[config.mk]
export PLATFORM = sky130hd
export DESIGN_NAME = encoder_ctrl
export DESIGN_NICKNAME = d
export VERILOG_FILES = /design/src/rtl/encoder_ctrl_pkg.sv /design/src/rtl/encoder_ctrl.sv
export SDC_FILE = /design/constraint.sdc
export NUM_CORES = 1
export LEC_CHECK = 0
export CAP_MARGIN = 5
export CORE_AREA = 2 2 39 41
export DETAILED_ROUTE_END_ITERATION = 12
export DIE_AREA = 0 0 41 43
export GPL_TIMING_DRIVEN = 0
export PLACE_DENSITY = 0.7
export SYNTH_ARGS = -nofsm -noshare
export SYNTH_HDL_FRONTEND = slang
export SYNTH_SLANG_ARGS = --single-unit
export TNS_END_PERCENT = 30
[constraint.sdc]
create_clock -name clk -period 1.3 [get_ports clk]
set_clock_uncertainty 0.1 [all_clocks]
set_input_delay 0.195 -clock clk [delete_from_list [all_inputs] [get_ports clk]]
set_output_delay 0.195 -clock clk [all_outputs]
set_load 0.005 [all_outputs]
[src/rtl/encoder_ctrl_pkg.sv]
// Shared command and FSM encodings for the encoder controller and the block that issues its commands.
package encoder_ctrl_pkg;

    localparam logic [1:0] OP_HEADER = 2'b00;
    localparam logic [1:0] OP_STATUS = 2'b01;
    localparam logic [1:0] OP_TAG    = 2'b10;
    localparam logic [1:0] OP_BUNDLE = 2'b11;

    localparam logic [0:0] ST_IDLE = 1'b0;
    localparam logic [0:0] ST_EMIT = 1'b1;

endpackage

[src/rtl/encoder_ctrl.sv]
// Encoder controller: accepts one command at a time, steers the datapath selects and
// sequences output words, while a bundle buffer fills independently in the background.
module encoder_ctrl
    import encoder_ctrl_pkg::*;
#(
    parameter int BUS_SIZE  = 32,
    parameter int n         = 128,
    parameter int BLCK_SIZE = 256
) (
    input  logic       clk,
    input  logic       rst,
    input  logic       cmd_valid,
    output logic       cmd_ready,
    input  logic [1:0] cmd_op,
    input  logic       bundle_valid,
    output logic       bundle_ready,
    input  logic       data_out_ready,
    input  logic       early_invalid,
    output logic       ctrl_mux_sel_status,
    output logic       ctrl_mux_sel_seginfo,
    output logic       ctrl_mux_sel_bypass_bundle,
    output logic       enable_4L,
    output logic       enable_4H,
    output logic       unlock_validity,
    output logic [$clog2(BLCK_SIZE/BUS_SIZE)-1:0] mux_out_ctrl,
    output logic       done,
    output logic [0:0] dbg_state,
    output logic       dbg_hi_full
);

    localparam int         MUX_W     = $clog2(BLCK_SIZE / BUS_SIZE);
    localparam logic [1:0] LAST_WORD = 2'(n / BUS_SIZE - 1);

    // Handshake rule for both channels: a transfer happens in a cycle where valid and
    // ready are both high; ready never waits on valid, valid must hold until accepted.
    logic [0:0] state;
    logic [1:0] cnt;
    logic [1:0] lst;
    logic       hi_full;
    logic       accept;
    logic       bundle_accept;
    logic       emitting;

    assign emitting      = (state == ST_EMIT);
    assign cmd_ready     = rst & ~emitting & ((cmd_op != OP_BUNDLE) | hi_full);
    assign accept        = cmd_valid & cmd_ready;
    assign bundle_accept = accept & (cmd_op == OP_BUNDLE);

    // A bundle command frees the high half on the same edge it is moved low.
    assign bundle_ready  = rst & (~hi_full | bundle_accept);
    assign enable_4H     = bundle_valid & bundle_ready;

    assign unlock_validity = emitting;
    assign mux_out_ctrl    = emitting ? MUX_W'(cnt) : '0;
    assign done            = emitting & (early_invalid | (data_out_ready & (cnt == lst)));
    assign dbg_state       = state;
    assign dbg_hi_full     = hi_full;

    always_comb begin
        enable_4L                  = 1'b0;
        ctrl_mux_sel_status        = 1'b0;
        ctrl_mux_sel_seginfo       = 1'b0;
        ctrl_mux_sel_bypass_bundle = 1'b0;
        if (accept) begin
            enable_4L = 1'b1;
            case (cmd_op)
                OP_HEADER: ctrl_mux_sel_seginfo = 1'b1;
                OP_STATUS: begin
                    ctrl_mux_sel_seginfo = 1'b1;
                    ctrl_mux_sel_status  = 1'b1;
                end
                OP_BUNDLE: ctrl_mux_sel_bypass_bundle = 1'b1;
                default:   ctrl_mux_sel_seginfo = 1'b0;
            endcase
        end
    end

    always_ff @(posedge clk or negedge rst) begin
        if (!rst) begin
            hi_full <= 1'b0;
        end else if (enable_4H) begin
            hi_full <= 1'b1;
        end else if (bundle_accept) begin
            hi_full <= 1'b0;
        end
    end

    always_ff @(posedge clk or negedge rst) begin
        if (!rst) begin
            state <= ST_IDLE;
            cnt   <= 2'd0;
            lst   <= 2'd0;
        end else begin
            case (state)
                ST_IDLE: begin
                    if (accept) begin
                        state <= ST_EMIT;
                        cnt   <= 2'd0;
                        lst   <= ((cmd_op == OP_HEADER) || (cmd_op == OP_STATUS)) ? 2'd0 : LAST_WORD;
                    end
                end
                ST_EMIT: begin
                    if (early_invalid) begin
                        state <= ST_IDLE;
                    end else if (data_out_ready) begin
                        if (cnt == lst) begin
                            state <= ST_IDLE;
                        end else begin
                            cnt <= cnt + 2'd1;
                        end
                    end
                end
                default: state <= ST_IDLE;
            endcase
        end
    end

endmodule

Word level (Yosys, flattened, before mapping)
Cells that the tools add are included.
{"block": "op_classes", "eq_ne": 8, "mux": 20, "n_reduce_logical": 6, "n_addsub": 1, "bitwise": 13}
{"cell": "two-way mux 1 bit", "count": 12}
{"cell": "two-way mux 2 bit", "count": 6}
{"cell": "!= test 2 bit (second input constant)", "count": 5}
{"cell": "bitwise AND 1 bit", "count": 8}
{"cell": "case mux 2 bit (2 select lines)", "count": 1}
{"cell": "AND reduction 4 bit", "count": 1}
{"cell": "OR 1 bit", "count": 3}
{"cell": "adder 2 x 1 -> 2 bit (second input constant)", "count": 1}
{"cell": "== test 2 x 1 -> 1 bit (second input constant)", "count": 1}
{"cell": "== test 2 bit", "count": 1}
{"cell": "== test 2 bit (second input constant)", "count": 1}
{"cell": "logical NOT 2 bit", "count": 1}
{"cell": "inverter 1 bit", "count": 2}
{"cell": "case mux 1 bit (2 select lines)", "count": 1}
{"cell": "AND reduction 2 bit", "count": 1}
{"cell": "nonzero test 2 bit", "count": 1}
{"cell": "OR reduction 2 bit", "count": 1}
{"cell": "logical OR 1 bit", "count": 1}
{"block": "word_totals", "output_inout_bits": 14, "reg_bits": 6, "input_bits": 8}

Depth between registers and ports, before layout
{"block": "depth", "ltp_word": 9, "mapped_depth": 4}

Worst setup path after synthesis
No wires, ideal clock.
{"block": "synth_path", "path_kind": "flip-flop to output port", "from": "reg state (netlist: dbg_state)", "to": "out enable_4H", "setup_slack_ns": -0.028, "stages_incl_launch_ff": 4, "n_path_buf": 0, "arrival_time_ns": 1.033, "path_cell_list": "dfrtp_1 -> nand4b_1 -> a21boi_0 -> and2_1"}
{"block": "synth_via", "elab_chain_cells": 8}
{"element": "from (decl)", "line_no": "encoder_ctrl.sv:36", "text": "logic [0:0] state;"}
{"element": "from (signal assigned)", "line_no": "encoder_ctrl.sv:90", "text": "state <= ST_IDLE;"}
{"element": "from (signal assigned)", "line_no": "encoder_ctrl.sv:97", "text": "state <= ST_EMIT;"}
{"element": "from (signal assigned)", "line_no": "encoder_ctrl.sv:104", "text": "state <= ST_IDLE;"}
{"element": "inverter 1 bit (no line)"}
{"element": "bitwise AND 1 bit (2 in a row)", "line_no": "encoder_ctrl.sv:45", "text": "assign cmd_ready = rst & ~emitting & ((cmd_op != OP_BUNDLE) | hi_full);"}
{"element": "bitwise AND 1 bit", "line_no": "encoder_ctrl.sv:46", "text": "assign accept = cmd_valid & cmd_ready;"}
{"element": "bitwise AND 1 bit", "line_no": "encoder_ctrl.sv:47", "text": "assign bundle_accept = accept & (cmd_op == OP_BUNDLE);"}
{"element": "OR 1 bit", "line_no": "encoder_ctrl.sv:50", "text": "assign bundle_ready = rst & (~hi_full | bundle_accept);"}
{"element": "bitwise AND 1 bit", "line_no": "encoder_ctrl.sv:50"}
{"element": "via bundle_ready", "line_no": "encoder_ctrl.sv:16", "text": "output logic bundle_ready,"}
{"element": "bitwise AND 1 bit", "line_no": "encoder_ctrl.sv:51", "text": "assign enable_4H = bundle_valid & bundle_ready;"}
{"element": "to (decl)", "line_no": "encoder_ctrl.sv:23", "text": "output logic enable_4H,"}
The timed path passes the listed nets, and every way through them passes these cells.

Final worst setup path
{"block": "layout_path", "from": "reg state (netlist: dbg_state)", "to": "out ctrl_mux_sel_bypass_bundle"}
{"block": "layout_via", "elab_chain_cells": 5}
{"element": "inverter 1 bit (no line)"}
{"element": "bitwise AND 1 bit (2 in a row)", "line_no": "encoder_ctrl.sv:45"}
{"element": "bitwise AND 1 bit", "line_no": "encoder_ctrl.sv:46"}
{"element": "two-way mux 1 bit", "line_no": "encoder_ctrl.sv:64", "text": "if (accept) begin"}
{"element": "to (decl)", "line_no": "encoder_ctrl.sv:21", "text": "output logic ctrl_mux_sel_bypass_bundle,"}
Every way passes these cells.

==> out/summary.txt <==
dpl cells: 80
CTS tree: done
die height: 43 µm
failing checks: setup timing
setup TNS: -2.68 ns
vias per inst: 4.81
initial drt markers: 3
synthesized cell area: 395 µm²
PwrDens: 892 nW/µm²
vias in the first global route: 441
fraction of the yosys area taken by sequential cells: 31.6%
status: complete, but fails checks
Max Buffers Root-to-Sink: 2
Max IR drop VDD: 0.000643 V
I/O pin count: 22
Crit path largest cell delay: 0.42 ns
Final GP Congestion: 0.802
final worst-path cycle share: 122%
crit path launch type: flip-flop
final slew viol count: 0
Crit-path slowest cell: dfrtp_2
final core occ: 53.9%
grt total ovfl: 0
fin crit period: 1.59 ns
critical path capture point type: primary output
drt total wl: 1.24 mm
Setup-failing EPs final: 15
initial antenna violation count: 0
Starting Density: 28.6%
number of remaining DRC errors: 0
Post-DP Area: 616 µm²
RSZ-0062 raised after global routing: true
register clock-pin slew on the reported worst setup and hold paths: 0.04 ns
Chip Width: 41 µm
yosys warns: 0
most common cell after layout, fill and taps aside: buf_4
Global Route Usage Sum: 16.6%
Syn-to-layout area delta: 88.6%
Fmax: 0.628 GHz
row count: 14
most frequent cells in the layout: buf_4 (10), buf_6 (6), dlygate4sd2_1 (6), buf_2 (6), clkdlybuf4s50_1 (4)
FF+latch count, synth: 5
Pre-antenna DRT Iters: 2
final cell count without fillers: 96
share of layout cells above drive strength 1: 50.0%
Ant. Diodes: 0
Hold/Removal Path Class: input pin to flip-flop
drt wl/cell: 12.9 µm
cell seen most often among critical-path stages: buf_6
Cell Chain, Critical Path: nand3b_4 -> buf_6 -> buf_6 -> nor3_2 -> buf_2
design area: 746 µm²
Detail Route Antenna Nets: 0
Net Count, Synth: 52
Lkg Pwr: 0.360 nW
Max H-tree Level: 1
Yosys cell types: 26
largest net degree at the start of global routing: 7
Buffers on Ports: 20
worst-path maximum fanout: 4
critical path data required time: 1.00 ns
first-pass GRT wire length: 1.93 mm
MaxCap Viol Count: 0
Syn Inst Count: 44
critical path arrival: 1.30 ns
fin nets: 89
Syn Area/Cell: 8.99 µm²
Clock Sinks: 5
CP bufs+invs: 3
die area: 1760 µm²
Setup WS post-layout: -0.292 ns
vias: 462
CTS root buf: clkbuf_4
hpwl dp: 725 µm
core area: 1380 µm²
CTS buffer count: 3
final hold violation count: 0
critical path's top delay family: flip-flops
kind of critical path: flip-flop to primary output
worst skew pair latency: 0.25 ns
-- metal layers --
layer	global-route usage [%]	vias to the layer above	wire, µm
met5	0	-	0
met4	4.00	0	0
met3	9.42	0	83
met2	25.6	13	626
met1	19.0	223	527
li1	-	226	-
-- logic make-up after synthesis --
kind of cell,after synthesis,synth area share (%)
and+or+nand+nor,20,35.1
AOI/OAI and AO/OA,10,18.0
buffers and inverters,7,10.4
DFF,5,31.6
muxes,1,3.80
other,1,0.948
-- state kept, by name, indices dropped and copies added, names as in the netlist --
register     count
cnt              2
dbg_hi_full      1
dbg_state        1
lst              1
-- power by group --
| group | leakage, nW | switching [mW] | internal [mW] |
|---|---|---|---|
| Sequential | 0.0588 | 0.0272 | 0.180 |
| Combinational | 0.286 | 0.107 | 0.169 |
| Clock | 0.0150 | 0.0659 | 0.116 |
| Total | 0.360 | 0.200 | 0.465 |
-- Yosys cell counts --
cell type	instances	share of area (%)
and2_1	3	4.7
a21oi_1	1	1.3
nand2_1	3	2.8
a21boi_0	1	1.9
and3b_1	1	2.2
o21ai_0	3	3.8
buf_6	1	2.8
a211oi_1	1	1.9
nor3_1	2	2.5
nand3b_1	3	5.7
nor2_1	2	1.9
nor3b_1	1	1.9
nor4_1	1	1.6
mux2_4	1	3.8
nand3b_4	1	5.1
nor2_4	1	2.8
o211ai_1	1	1.9
conb_1	1	0.95
and3_1	1	1.6
a221oi_2	1	3.8
buf_4	2	3.8
inv_1	4	3.8
dfrtp_1	5	32
nand4b_1	1	2.2
a31o_2	1	2.2
o21ai_1	1	1.3
-- through the flow --
stage	total power [mW]	hold slack, ns	setup WS, ns
global placement	0.402	0.407	-0.864
detailed placement	0.405	0.402	-0.864
CTS	0.660	0.316	-0.301
floorplan	0.297	-0.201	-0.0192
finish	0.665	0.330	-0.292
global route	0.719	0.347	-0.364
-- repair_timing --
action	4_1_cts	5_1_grt
pin swaps	9	1
endpoints found under the hold margin	5	0
resized for setup	55	2
setup buffers	11	1
hold buffers	1	0
setup endpoints to repair	17	17
-- worst paths after layout --
check	startpoint	end	slack [ns]	cells past startpoint
worst max-delay path	dbg_state$_DFF_PN0_	ctrl_mux_sel_bypass_bundle	-0.29	5
worst min-delay path	rst	dbg_hi_full$_DFFE_PN0P_	0.33	3
worst max register to register	dbg_hi_full$_DFFE_PN0P_	lst[0]$_DFFE_PN0P_	-0.12	5
worst min register to register	dbg_hi_full$_DFFE_PN0P_	dbg_hi_full$_DFFE_PN0P_	0.47	2
max in group asynchronous	rst	dbg_state$_DFF_PN0_	0.34	2
min in group asynchronous	rst	lst[0]$_DFFE_PN0P_	0.53	2
-- layout make-up --
class,count,area (µm²)
inverter,4,17.5
sequential,5,128
tap,16,20.0
fill,137,638
clock buffer,4,26.3
buffer,3,26.3
multi-input combinational,32,259
timing repair buffer,32,269
-- worst register-to-register path, delay by kind of cell, from the launching register on --
kind                   cells  cell delay [ns]
flip-flops                 1             0.37
buffers and inverters      2             0.24
AND/OR/NAND/NOR            2             0.32
multiplexers               1             0.28
Note: power is estimated with default switching activity, not from simulation.
